===== src/rtl/alu_issue_queue.sv =====
// alu_issue_queue
//   Command FIFO and issue sequencer in front of the FP ALU. Tagged commands
//   are buffered, then issued one at a time over the ALU's level-sensitive
//   start/valid_out handshake. Each result lands in a response register with
//   a valid/ready handshake. Exception flags accumulate in a sticky register,
//   and a timeout aborts an ALU that never reports done.
// Ports
//   clk, rst                 clock, asynchronous active-high reset
//   cmd_*                    command input, valid/ready (cmd_ready registered)
//   alu_op_a/op_b/op_code/
//   alu_mode_fp/round_mode   operands and control to the ALU, from issue register
//   alu_start                ALU start level (high only in ISSUE)
//   alu_result/flags/
//   alu_valid_out            ALU result, exception flags and done level
//   rsp_*                    response output, valid/ready
//   sticky_flags, sticky_clr accumulated flags and their clear
//   timeout_err              sticky ALU-timeout indication
//   busy                     work pending anywhere in the block
module alu_issue_queue #(
    parameter int DEPTH   = 4,
    parameter int TAG_W   = 4,
    parameter int TIMEOUT = 64
) (
    input  logic             clk,
    input  logic             rst,
    input  logic             cmd_valid,
    output logic             cmd_ready,
    input  logic [31:0]      cmd_op_a,
    input  logic [31:0]      cmd_op_b,
    input  logic [2:0]       cmd_op_code,
    input  logic             cmd_mode_fp,
    input  logic [1:0]       cmd_round_mode,
    input  logic [TAG_W-1:0] cmd_tag,
    output logic [31:0]      alu_op_a,
    output logic [31:0]      alu_op_b,
    output logic [2:0]       alu_op_code,
    output logic             alu_mode_fp,
    output logic [1:0]       alu_round_mode,
    output logic             alu_start,
    input  logic [31:0]      alu_result,
    input  logic             alu_valid_out,
    input  logic [4:0]       alu_flags,
    output logic             rsp_valid,
    input  logic             rsp_ready,
    output logic [31:0]      rsp_result,
    output logic [4:0]       rsp_flags,
    output logic [TAG_W-1:0] rsp_tag,
    output logic [4:0]       sticky_flags,
    input  logic             sticky_clr,
    output logic             timeout_err,
    output logic             busy
);
    localparam int PTR_W = $clog2(DEPTH);
    localparam int CNT_W = $clog2(DEPTH + 1);
    localparam int TMO_W = $clog2(TIMEOUT + 1);
    localparam logic [31:0] QNAN      = 32'h7FC0_0000;
    localparam logic [4:0]  FLG_INVAL = 5'b10000;

    typedef struct packed {
        logic [31:0]      op_a;
        logic [31:0]      op_b;
        logic [2:0]       op_code;
        logic             mode_fp;
        logic [1:0]       round_mode;
        logic [TAG_W-1:0] tag;
    } cmd_t;

    typedef enum logic [1:0] {IDLE, ISSUE, RELEASE} state_t;

    cmd_t             mem [DEPTH];
    cmd_t             head, iss;
    logic [PTR_W-1:0] wr_ptr, rd_ptr;
    logic [CNT_W-1:0] count, count_nxt;
    logic [TMO_W-1:0] tmo_cnt;
    state_t           state, state_nxt;
    logic             push, pop, tmo_hit, rsp_load;
    logic [31:0]      ld_result;
    logic [4:0]       ld_flags;
    logic [TAG_W-1:0] ld_tag;

    assign head    = mem[rd_ptr];
    assign push    = cmd_valid && cmd_ready;
    // Pop only when idle and the response slot is free: one op outstanding.
    assign pop     = (state == IDLE) && (count != '0) && !rsp_valid;
    assign tmo_hit = (state == ISSUE) && !alu_valid_out &&
                     (tmo_cnt == TMO_W'(TIMEOUT - 1));

    always_comb begin
        count_nxt = count;
        case ({push, pop})
            2'b10:   count_nxt = count + 1'b1;
            2'b01:   count_nxt = count - 1'b1;
            default: count_nxt = count;
        endcase
    end

    // Storage needs no reset; pointers and count define what is valid.
    always_ff @(posedge clk) begin
        if (push) mem[wr_ptr] <= '{cmd_op_a, cmd_op_b, cmd_op_code, cmd_mode_fp,
                                   cmd_round_mode, cmd_tag};
    end

    always_ff @(posedge clk or posedge rst) begin
        if (rst) begin
            wr_ptr    <= '0;
            rd_ptr    <= '0;
            count     <= '0;
            cmd_ready <= 1'b1;
        end else begin
            if (push) wr_ptr <= wr_ptr + 1'b1;
            if (pop)  rd_ptr <= rd_ptr + 1'b1;
            count     <= count_nxt;
            cmd_ready <= (count_nxt < CNT_W'(DEPTH));
        end
    end

    // FSM: state register
    always_ff @(posedge clk or posedge rst) begin
        if (rst) state <= IDLE;
        else     state <= state_nxt;
    end

    // FSM: next state
    always_comb begin
        state_nxt = state;
        case (state)
            IDLE:    if (pop && !head.op_code[2])    state_nxt = ISSUE;
            ISSUE:   if (alu_valid_out || tmo_hit)   state_nxt = RELEASE;
            // Hold until the previous done level drops so it cannot
            // complete the next command.
            RELEASE: if (!alu_valid_out)             state_nxt = IDLE;
            default:                                 state_nxt = IDLE;
        endcase
    end

    // FSM: outputs and response load selection
    always_comb begin
        alu_start = (state == ISSUE);
        rsp_load  = 1'b0;
        ld_result = QNAN;
        ld_flags  = FLG_INVAL;
        ld_tag    = iss.tag;
        if (state == IDLE && pop && head.op_code[2]) begin
            // Illegal opcode answered locally, ALU untouched.
            rsp_load = 1'b1;
            ld_tag   = head.tag;
        end else if (state == ISSUE && alu_valid_out) begin
            rsp_load  = 1'b1;
            ld_result = alu_result;
            ld_flags  = alu_flags;
        end else if (tmo_hit) begin
            rsp_load = 1'b1;
        end
    end

    always_ff @(posedge clk or posedge rst) begin
        if (rst) begin
            iss          <= '0;
            tmo_cnt      <= '0;
            rsp_valid    <= 1'b0;
            rsp_result   <= '0;
            rsp_flags    <= '0;
            rsp_tag      <= '0;
            sticky_flags <= '0;
            timeout_err  <= 1'b0;
        end else begin
            if (pop && !head.op_code[2]) iss <= head;
            tmo_cnt <= (state == ISSUE) ? tmo_cnt + 1'b1 : '0;
            if (rsp_load) begin
                rsp_valid  <= 1'b1;
                rsp_result <= ld_result;
                rsp_flags  <= ld_flags;
                rsp_tag    <= ld_tag;
            end else if (rsp_valid && rsp_ready) begin
                rsp_valid <= 1'b0;
            end
            // Clear wins over history, but a same-cycle load still lands.
            sticky_flags <= (sticky_clr ? 5'b0 : sticky_flags) |
                            (rsp_load ? ld_flags : 5'b0);
            if (tmo_hit) timeout_err <= 1'b1;
        end
    end

    assign alu_op_a       = iss.op_a;
    assign alu_op_b       = iss.op_b;
    assign alu_op_code    = iss.op_code;
    assign alu_mode_fp    = iss.mode_fp;
    assign alu_round_mode = iss.round_mode;
    assign busy           = (count != '0) || (state != IDLE) || rsp_valid;
endmodule

===== config.mk =====
export PLATFORM = sky130hd
export DESIGN_NAME = alu_issue_queue
export DESIGN_NICKNAME = d
export VERILOG_FILES = /design/src/rtl/alu_issue_queue.sv
export SDC_FILE = /design/constraint.sdc
export NUM_CORES = 1
export LEC_CHECK = 0
export ABC_CLOCK_PERIOD_IN_PS = 4500
export BUFFER_PORTS_ARGS = -buffer_cell sky130_fd_sc_hd__clkbuf_2
export CAP_MARGIN = 0
export CORE_MARGIN = 2
export CORE_UTILIZATION = 30
export DETAILED_ROUTE_END_ITERATION = 10
export PLACE_DENSITY = 0.52
export SLEW_MARGIN = 20
export SYNTH_ARGS = -nofsm -noshare
export SYNTH_HDL_FRONTEND = slang
export SYNTH_SLANG_ARGS = --single-unit

===== constraint.sdc =====
create_clock -name clk -period 4.5 [get_ports clk]
set_input_delay 0.225 -clock clk [delete_from_list [all_inputs] [get_ports clk]]
set_output_delay 0.225 -clock clk [all_outputs]
set_load 0.01 [all_outputs]

==> impl_metrics.ini, run 1 <==
[die]
start_util = 0.302
num_rows = 86
io_pins = 238
die_x_microns = 239
core-area_sq_mm = 0.0548
die_y_microns = 239
die-area_sq_mm = 0.0570

[cells_and_area]
area_delta_synth_final_pct = 25.2
drive_gt1_frac = 0.404
fillers = 5029
instances_no_fill = 1884
final_nets = 1261

[global_route]
gr-total-overflow = 0
grtUsageTotal = 0.126
grt_pass1_wl_microns = 54100
antenna_found_initial = 5
grt_pass1_vias = 8974
grt_max_degree = 96

[pwr]
irDropWorstVdd_uv = 325
total_power_mw = 13.3
p_per_area_mw_per_mm2 = 643
total_leakage_power_nw = 7.81

[setup_path]
critPathMaxFanout = 60
cp_data_required_time_ns = 4.96
cpPeakStageDelay_ns = 0.78
crit_arrival_ns = 3.14
crit_chain = mux4_2 -> nor2b_4 -> buf_12 -> mux2_2
path_buf_inv = 1
path_delay_family = multiplexers
start_kind = register
path_class = reg2reg
crit_path_top_delay_cell = dfrtp_4
r2r_cells = 4
cp.depth = 4
crit_path_end_kind = register

[synth]
synth_area_per_cell_sq_um = 20.1
syn_inst = 822
ys_seq_elements = 435
synth-main-ff-cell = edfxtp_1
synth_seq_area_share = 0.748
async_reset_ff_frac = 0.320
synth_area_leaders = edfxtp_1, dfrtp_1, mux4_2
syn-num-nets = 946
synth_top_area_frac = 0.538
synth-edff-count = 296
syn-cell-area_sq_mm = 0.0165
synth.largest_area_cell = edfxtp_1
yosysWarningCount = 0
synth_cell_type_count = 40

[route]
drcViolationCount = 0
drtIter0Drc = 435
wirelength_microns = 35600
dr.pass1.iters = 6
dr.max_layer_used = met5
post_drt_wl_per_cell_microns = 18.9
viasPerCell = 4.43
antenna_left = 0
wl_met1_microns = 15600
num_vias = 8350
dr_wl_met2_microns = 16800
wl_met3_microns = 2550

[sta]
finalWorstSetupSlack_ns = 1.82
min_period_ns = 2.68
max_freq_mhz = 373
fin_crit_sh = 0.595
worst_pin_slew_ns = 1.01
drv_slew = 0
fin_hold_ws_ns = 0.0600
relSlewSlack = 0.326
setup_viol = 0
hold_viol = 0
rsz0062_at_grt = false
setup_tns_ns = 0
fin_worst_skew_ns = 0.0215

[clock_network]
cts_tree = built
clock-sinks = 435
clock_latency_ns = 0.59
cts.clk_slew.worst_paths_ns = 0.06
clockBufferDepth = 3
clockRootBuffer = clkbuf_16
h-tree-depth = 2
numCtsBuffers = 49

[placement]
dp_cells = 1672
place_ws_ns = 1.76
io_buffers = 237
dpl.hpwl_microns = 20400
place_congestion = 0.708

[hold_path]
hold_path_depth = 3
holdCritPathClass = in2reg

[job]
drv_cap = 0

[run_status]
status = complete, no violations
==> worst register-to-register path, cell delays in order, from the launching register on <==
cell     delay (ns)
dfrtp_4        0.78
mux4_2         0.45
nor2b_4        0.46
buf_12         0.43
mux2_2         0.45
==> timing repair <==
action / 4_1_cts / 5_1_grt
endpoints found under the hold margin: 433 / 0
hold buffers: 117 / 0
gates resized for setup: 0 / 0
setup endpoints to repair: 0 / 0
setup buffers: 0 / 0
==> synthesized netlist by cell type (2+ instances only) <==
| cell type | number |
|---|---|
| xnor2_1 | 5 |
| inv_1 | 18 |
| mux4_2 | 74 |
| edfxtp_1 | 296 |
| ha_1 | 6 |
| a22o_1 | 23 |
| a21oi_1 | 6 |
| o21ai_0 | 11 |
| mux2_2 | 74 |
| xor2_1 | 4 |
| nor3_1 | 4 |
| buf_4 | 70 |
| clkbuf_1 | 11 |
| nand3_1 | 2 |
| nor2_1 | 11 |
| dfrtp_1 | 138 |
| o21a_1 | 2 |
| and3_1 | 4 |
| buf_6 | 10 |
| buf_2 | 12 |
| nand2_1 | 11 |
| o22a_1 | 9 |
| mux2i_1 | 4 |
==> state kept, by name (all words and copies together) (netlist names), 3 cells and up, named ones only <==
signal / count
mem: 296
sticky_flags: 5
alu_op_a: 32
alu_op_b: 32
rsp_tag: 4
iss: 4
rsp_result: 32
tmo_cnt: 7
alu_op_code: 3
rsp_flags: 5
==> area by class of cell <==
cell class / count / area, sq um / share of cell area
Tap cell: 704 / 881 / 0.0426
Inverter: 18 / 72.6 / 0.00351
Timing Repair Buffer: 367 / 2480 / 0.120
Sequential cell: 435 / 12400 / 0.598
Antenna cell: 3 / 7.51 / 0.000363
Multi-Input combinational cell: 266 / 3380 / 0.163
Clock inverter: 25 / 173 / 0.00835
Clock buffer: 66 / 1320 / 0.0638
==> layer usage <==
layer  up-vias  GRT usage
met5         -          0
met4         4     0.0398
met3        55     0.0401
met2       235      0.206
li1       3773          -
met1      4283      0.158
==> per-stage QoR <==
step                      instance area [sq um]  utilization
after detailed placement                  18000        0.329
after global placement                    18000        0.329
after floorplan                           16500            -
after global routing                      20700        0.378
after CTS                                 20700        0.377
final                                     20700        0.378
==> power breakdown <==
group	switching, mW	internal [mW]	total [mW]
registers	0.487	5.31	5.79
logic	1.90	1.89	3.80
clock network	1.58	2.12	3.70
total	3.97	9.32	13.3
==> kinds of logic (layout without fill, tap and decap cells) <==
kind of cell | count (synthesis) | count (layout) | share of synthesized area
AOI/OAI and AO/OA | 54 | 54 | 0.0246
xor gates and xnor gates | 9 | 9 | 0.00477
adders and majority gates | 7 | 7 | 0.00575
buffers and inverters | 121 | 476 | 0.0488
DFF | 435 | 435 | 0.748
muxes | 153 | 153 | 0.154
other | 0 | 3 | 0
and+or+nand+nor | 43 | 43 | 0.0133
==> placed cells by master, fill, tap and decap left out, types with 13 or more instances in the layout <==
cell type	n
inv_1	17
dlygate4sd3_1	117
mux4_2	74
edfxtp_1	296
clkbuf_2	237
clkinv_1	13
clkbuf_16	49
clkbuf_1	14
dfrtp_1	136
a22o_1	23
mux2_2	74
==> path summary, 6_finish.rpt <==
path                                      to       start  slack, ns
setup / recovery           alu_round_mode[1]   rd_ptr[1]       1.82
min in group asynchronous      rsp_result[8]         rst       0.44
setup reg to reg           alu_round_mode[1]   rd_ptr[1]       1.82
max in group asynchronous       alu_op_b[21]         rst       3.11
hold reg to reg                   tmo_cnt[0]  tmo_cnt[0]       0.46
hold / removal                     wr_ptr[0]   cmd_valid       0.06
No activity file was read; power rests on OpenSTA's default activity.
==> inputs of run 2 (changes only) <==
--- a/config.mk
+++ b/config.mk
@@ -5,7 +5,7 @@
 export SDC_FILE = /design/constraint.sdc
 export NUM_CORES = 1
 export LEC_CHECK = 0
-export ABC_CLOCK_PERIOD_IN_PS = 4500
+export ABC_CLOCK_PERIOD_IN_PS = 2600
 export BUFFER_PORTS_ARGS = -buffer_cell sky130_fd_sc_hd__clkbuf_2
 export CAP_MARGIN = 0
 export CORE_MARGIN = 2
==> constraint.sdc (replaced) <==
create_clock -name clk -period 2.6 [get_ports clk]
set_input_delay 0.13 -clock clk [delete_from_list [all_inputs] [get_ports clk]]
set_output_delay 0.13 -clock clk [all_outputs]
set_load 0.01 [all_outputs]
==> impl_metrics.ini, run 2 (synthesis gave the netlist of run 1 again) <==
[cells_and_area]
drive_gt1_frac = 0.423
mostFrequentLayoutCell = edfxtp_1
regMostFlops = mem
ff_latch_area_sq_mm = 0.0124
area_delta_synth_final_pct = 27.7
fillers = 4991
final_cell_mix = edfxtp_1, clkbuf_2, dfrtp_1
final_nets = 1273
multi_input_area_sq_mm = 0.00338
largest_register_ffs = 296
instances_no_fill = 1895
postLayoutCoreUtil = 0.385

[route]
dr.pass1.iters = 4
antenna_left = 0
post_drt_wl_per_cell_microns = 18.7
drtIter0Drc = 471
viasPerCell = 4.41
drcViolationCount = 0
wirelength_microns = 35500
num_vias = 8350

[clock_network]
cts_tree = built
clock-sinks = 435
cts.clk_slew.worst_paths_ns = 0.06
clockBufferDepth = 3
clockRootBuffer = clkbuf_16
ctsResizeCount = 0
hold_buffers = 117
clock_latency_ns = 0.58
numCtsBuffers = 49
h-tree-depth = 2
postCtsSetupRepairBufs = 0

[global_route]
antenna_found_initial = 2
grtUsageTotal = 0.126
grt_pass1_vias = 9036
grt_max_degree = 75
gr-total-overflow = 0
grt_pass1_wl_microns = 54500

[setup_path]
start_kind = register
path_class = reg2reg
cp_data_required_time_ns = 3.09
crit_arrival_ns = 2.68
critPathMaxFanout = 4
reg2reg_slack_ns = 0.41
crit_path_end_kind = register

[die]
num_rows = 86
die-area_sq_mm = 0.0570
die_y_microns = 239
io_pins = 238
die_x_microns = 239
start_util = 0.302
core-area_sq_mm = 0.0548

[placement]
dp_cells = 1685
dpl.hpwl_microns = 21000
place_congestion = 0.683
io_buffers = 237

[sta]
fin_hold_ws_ns = 0.287
fin_worst_skew_ns = 0.0177
rsz0062_at_grt = false
min_period_ns = 2.19
fin_crit_sh = 0.842
hold_viol = 0
worst_pin_slew_ns = 0.866
relSlewSlack = 0.422
setup_viol = 0
max_freq_mhz = 457
setup_tns_ns = 0
drv_slew = 0

[pwr]
pwr-share-comb = 0.291
irDropWorstVdd_uv = 608
p_int_mw = 16.8
pwr-share-clk = 0.294
p_sw_frac = 0.292
p_seq_frac = 0.415
total_power_mw = 23.8
switching_power_mw = 6.94
total_leakage_power_nw = 8.01
p_per_area_mw_per_mm2 = 1130

[hold_path]
holdCritPathClass = in2async

[job]
drv_cap = 0

[run_status]
status = complete, no violations
==> run 2: cell count changes in the layout (fill, tap and decap cells not counted), sizes merged <==
cell,previous run,this run
buf,13,25
bufinv,1,4
clkbuf,303,299
clkinv,19,18
clkinvlp,2,5
diode,3,1
==> run 2: power by group through the flow <==
stage	combinational (mW)	sequential [mW]	clock [mW]
2_1_floorplan	5.26	9.95	0
6_report	6.91	9.88	6.98
3_3_place_gp	6.95	9.98	0
5_1_grt	7.59	10.1	7.51
4_1_cts	7.17	9.91	7.24
3_5_place_dp	7.00	10.0	0
==> run 2: final timing paths <==
| kind | start | to | cells past startpoint |
|---|---|---|---|
| worst max-delay path | count[0] | cmd_ready | 8 |
| worst min-delay path | rst | alu_round_mode[0] | 3 |
| worst max register to register | count[0] | cmd_ready | 8 |
| worst min register to register | tmo_cnt[0] | tmo_cnt[0] | 1 |
| max in group asynchronous | rst | rsp_result[25] | 4 |
| min in group clk | cmd_op_a[27] | mem[1][69] | 2 |
==> run 2: final cells by class <==
type | instances | area share
Timing Repair Buffer | 379 | 0.130
Tap cell | 704 | 0.0418
Antenna cell | 1 | 0.000119
Clock buffer | 62 | 0.0658
Inverter | 18 | 0.00338
Sequential cell | 435 | 0.587
Clock inverter | 30 | 0.0128
Multi-Input combinational cell | 266 | 0.160
==> run 2: per-stage QoR <==
step | setup slack (ns) | area [sq um]
after floorplan | 0.586 | 16500
after global placement | 0.437 | 18300
after detailed placement | 0.403 | 18300
after CTS | 0.368 | 21100
after global routing | 0.255 | 21100
final | 0.411 | 21100
==> run 2: per-layer routing <==
metal,GRT usage,share of wire,vias up,wire length [microns]
met5,0,0.00037,-,13
met4,0.0341,0.020,2,724
met3,0.0366,0.065,60,2310
met2,0.209,0.47,235,16700
met1,0.162,0.44,4259,15800
li1,-,-,3794,-
==> run 2: critical path, cell delays in order (launching register included) <==
cell and delay [ns]:
dfrtp_1 0.42, nor3_1 0.29, and2b_1 0.28, ha_1 0.23
fa_1 0.38, xnor2_1 0.13, nor2_1 0.12, xor2_1 0.20
inv_1 0.06
==> inputs of run 3 (changes only) <==
--- a/config.mk
+++ b/config.mk
@@ -5,7 +5,8 @@
 export SDC_FILE = /design/constraint.sdc
 export NUM_CORES = 1
 export LEC_CHECK = 0
-export ABC_CLOCK_PERIOD_IN_PS = 2600
+export ABC_AREA = 1
+export ABC_CLOCK_PERIOD_IN_PS = 2040
 export BUFFER_PORTS_ARGS = -buffer_cell sky130_fd_sc_hd__clkbuf_2
 export CAP_MARGIN = 0
 export CORE_MARGIN = 2
==> constraint.sdc (replaced) <==
create_clock -name clk -period 2.04 [get_ports clk]
set_input_delay 0.102 -clock clk [delete_from_list [all_inputs] [get_ports clk]]
set_output_delay 0.102 -clock clk [all_outputs]
set_load 0.01 [all_outputs]
==> impl_metrics.ini, run 3 <==
[clock_network]
h-tree-depth = 2
numCtsBuffers = 49
clockRootBuffer = clkbuf_16
cts_tree = built
clock-sinks = 435
cts.clk_slew.worst_paths_ns = 0.06
clock_latency_ns = 0.58
clockBufferDepth = 3

[setup_path]
critPathMaxFanout = 3
crit_arrival_ns = 2.41
regToRegEndpoint = cmd_ready
path_class = reg2reg
reg2reg_slack_ns = 0.14
startpoint = count[0]
start_kind = register
endpoint = cmd_ready
crit_path_end_kind = register
cp_data_required_time_ns = 2.55
r2r_cells = 9
timing.rr.start = count[0]

[synth]
synth_seq_area_share = 0.730
synth_area_per_cell_sq_um = 12.1
syn-num-nets = 1528
ys_seq_elements = 435
synth.largest_area_cell = edfxtp_1
syn_inst = 1404
yosysWarningCount = 0
synthTopCellsByCount = nand2_1, edfxtp_1, nor2_1
synth_area_leaders = edfxtp_1, dfrtp_1, nand2_1
syn-cell-area_sq_mm = 0.0169
synth-main-ff-cell = edfxtp_1
synth_cell_type_count = 31
synth_most_common_cell = nand2_1
async_reset_ff_frac = 0.320
synth_top_area_frac = 0.525
synth-edff-count = 296

[die]
io_pins = 238
num_rows = 87
die-area_sq_mm = 0.0584
start_util = 0.302
die_y_microns = 242
die_x_microns = 242
core-area_sq_mm = 0.0562

[route]
post_drt_wl_per_cell_microns = 16.7
drcViolationCount = 0
num_vias = 11100
antenna_left = 0
viasPerCell = 4.46
dr.pass1.iters = 4
wirelength_microns = 41800
drtIter0Drc = 496

[sta]
fin_hold_ws_ns = 0.0314
rsz0062_at_grt = false
worst_pin_slew_ns = 0.633
fin_worst_skew_ns = 0.0108
hold_viol = 0
setup_tns_ns = 0
drv_slew = 0
max_freq_mhz = 526
fin_crit_sh = 0.931
relSlewSlack = 0.578
setup_viol = 0
min_period_ns = 1.90

[cells_and_area]
stdcell_area_sq_mm = 0.0215
area_delta_synth_final_pct = 27.1
final_nets = 1823
regMostFlops = mem
postLayoutCoreUtil = 0.384
instances_no_fill = 2496
mostFrequentLayoutCell = nand2_1
final_cell_mix = nand2_1, edfxtp_1, clkbuf_2
diodes = 0
fillers = 5461
largest_register_ffs = 296
drive_gt1_frac = 0.209

[run_status]
status = complete, no violations

[placement]
dp_cells = 2285
placed_cell_area_sq_mm = 0.0187
io_buffers = 237
dpl.hpwl_microns = 23100
place_congestion = 0.849

[global_route]
antenna_found_initial = 2
gr-total-overflow = 0
grt_pass1_vias = 11400
grt_max_degree = 94
grt_pass1_wl_microns = 65700
grtUsageTotal = 0.143

[job]
drv_cap = 0

[pwr]
irDropWorstVdd_uv = 940
total_leakage_power_nw = 8.79
p_per_area_mw_per_mm2 = 1450

[hold_path]
holdCritPathClass = in2reg
hold_path_depth = 4
run 3: changes by cell type in the layout (fill, tap and decap cells not counted), moves of 5 or more:
cell,before,now
clkbuf_1,5,12
nor2_1,11,175
inv_1,17,23
o22a_1,9,0
o22ai_1,1,69
mux4_2,74,0
nor2_4,0,5
o21ai_0,11,145
mux2_2,74,1
clkinv_1,7,12
nand2_1,11,311
a22o_1,23,0
nand3_1,2,53
nand2_2,0,5
run 3: how the worst min path moves through the flow:
| stage | to | slack [ns] | from |
|---|---|---|---|
| 2_1_floorplan | mem[0][0] | 0.20 | cmd_tag[0] |
| 3_3_place_gp | rsp_valid | 0.31 | rsp_ready |
| 3_5_place_dp | rsp_valid | 0.31 | rsp_ready |
| 4_1_cts | count[0] | 0.004 | cmd_valid |
| 5_1_grt | count[0] | 0.04 | cmd_valid |
| 6_report | count[0] | 0.03 | cmd_valid |
run 3: critical path, stage by stage, from the launching register on:
cell	delay [ns]
dfrtp_1	0.38
nor3_1	0.18
buf_4	0.15
nor2_4	0.03
ha_1	0.22
fa_2	0.35
a21oi_1	0.15
o21ai_1	0.11
xor2_1	0.20
inv_1	0.06
run 3: final cells by class:
cell class                      count  area (sq um)  share of cell area
Clock inverter                     27           273              0.0127
Multi-Input combinational cell    796          3640               0.169
Timing Repair Buffer              387          2840               0.132
Clock buffer                       65          1350              0.0626
Tap cell                          756           946              0.0439
Inverter                           30           121             0.00563
Sequential cell                   435         12400               0.574
run 3: per-layer routing:
layer / up-vias / routed length [microns] / track usage
li1: 5372 / - / -
met1: 5399 / 18200 / 0.183
met2: 280 / 20300 / 0.245
met3: 68 / 2220 / 0.0289
met4: 4 / 927 / 0.0434
met5: - / 33 / 0
run 3: power breakdown:
group	leakage, nW	internal, mW	switching (mW)
combinational	3.58	3.45	6.52
sequential	4.42	11.5	0.857
clock	0.787	5.29	3.54
run 3: stage by stage:
stage | total power [mW] | setup slack [ns]
floorplan | 19.4 | -0.980
global placement | 22.3 | 0.0756
detailed placement | 22.5 | 0.0802
CTS | 31.7 | 0.0356
global route | 33.2 | 0.0289
finish | 31.1 | 0.140
run 3: timing repair:
| action | CTS | global route |
|---|---|---|
| hold buffers | 119 | 0 |
| endpoints found under the setup margin | 0 | 6 |
| setup buffers | 0 | 0 |
| hold endpoints to repair | 480 | 0 |
| gates resized for setup | 0 | 5 |
run 3: cell families after synthesis:
group                    count (synthesis)  share of synthesized area
AND/OR/NAND/NOR                        557                      0.130
flip-flops                             435                      0.730
XOR/XNOR                                 7                    0.00362
multiplexers                             1                   0.000665
buffers and inverters                  173                     0.0585
AO/OA/AOI/OAI                          224                     0.0721
adder cells (fa/ha/maj)                  7                    0.00561
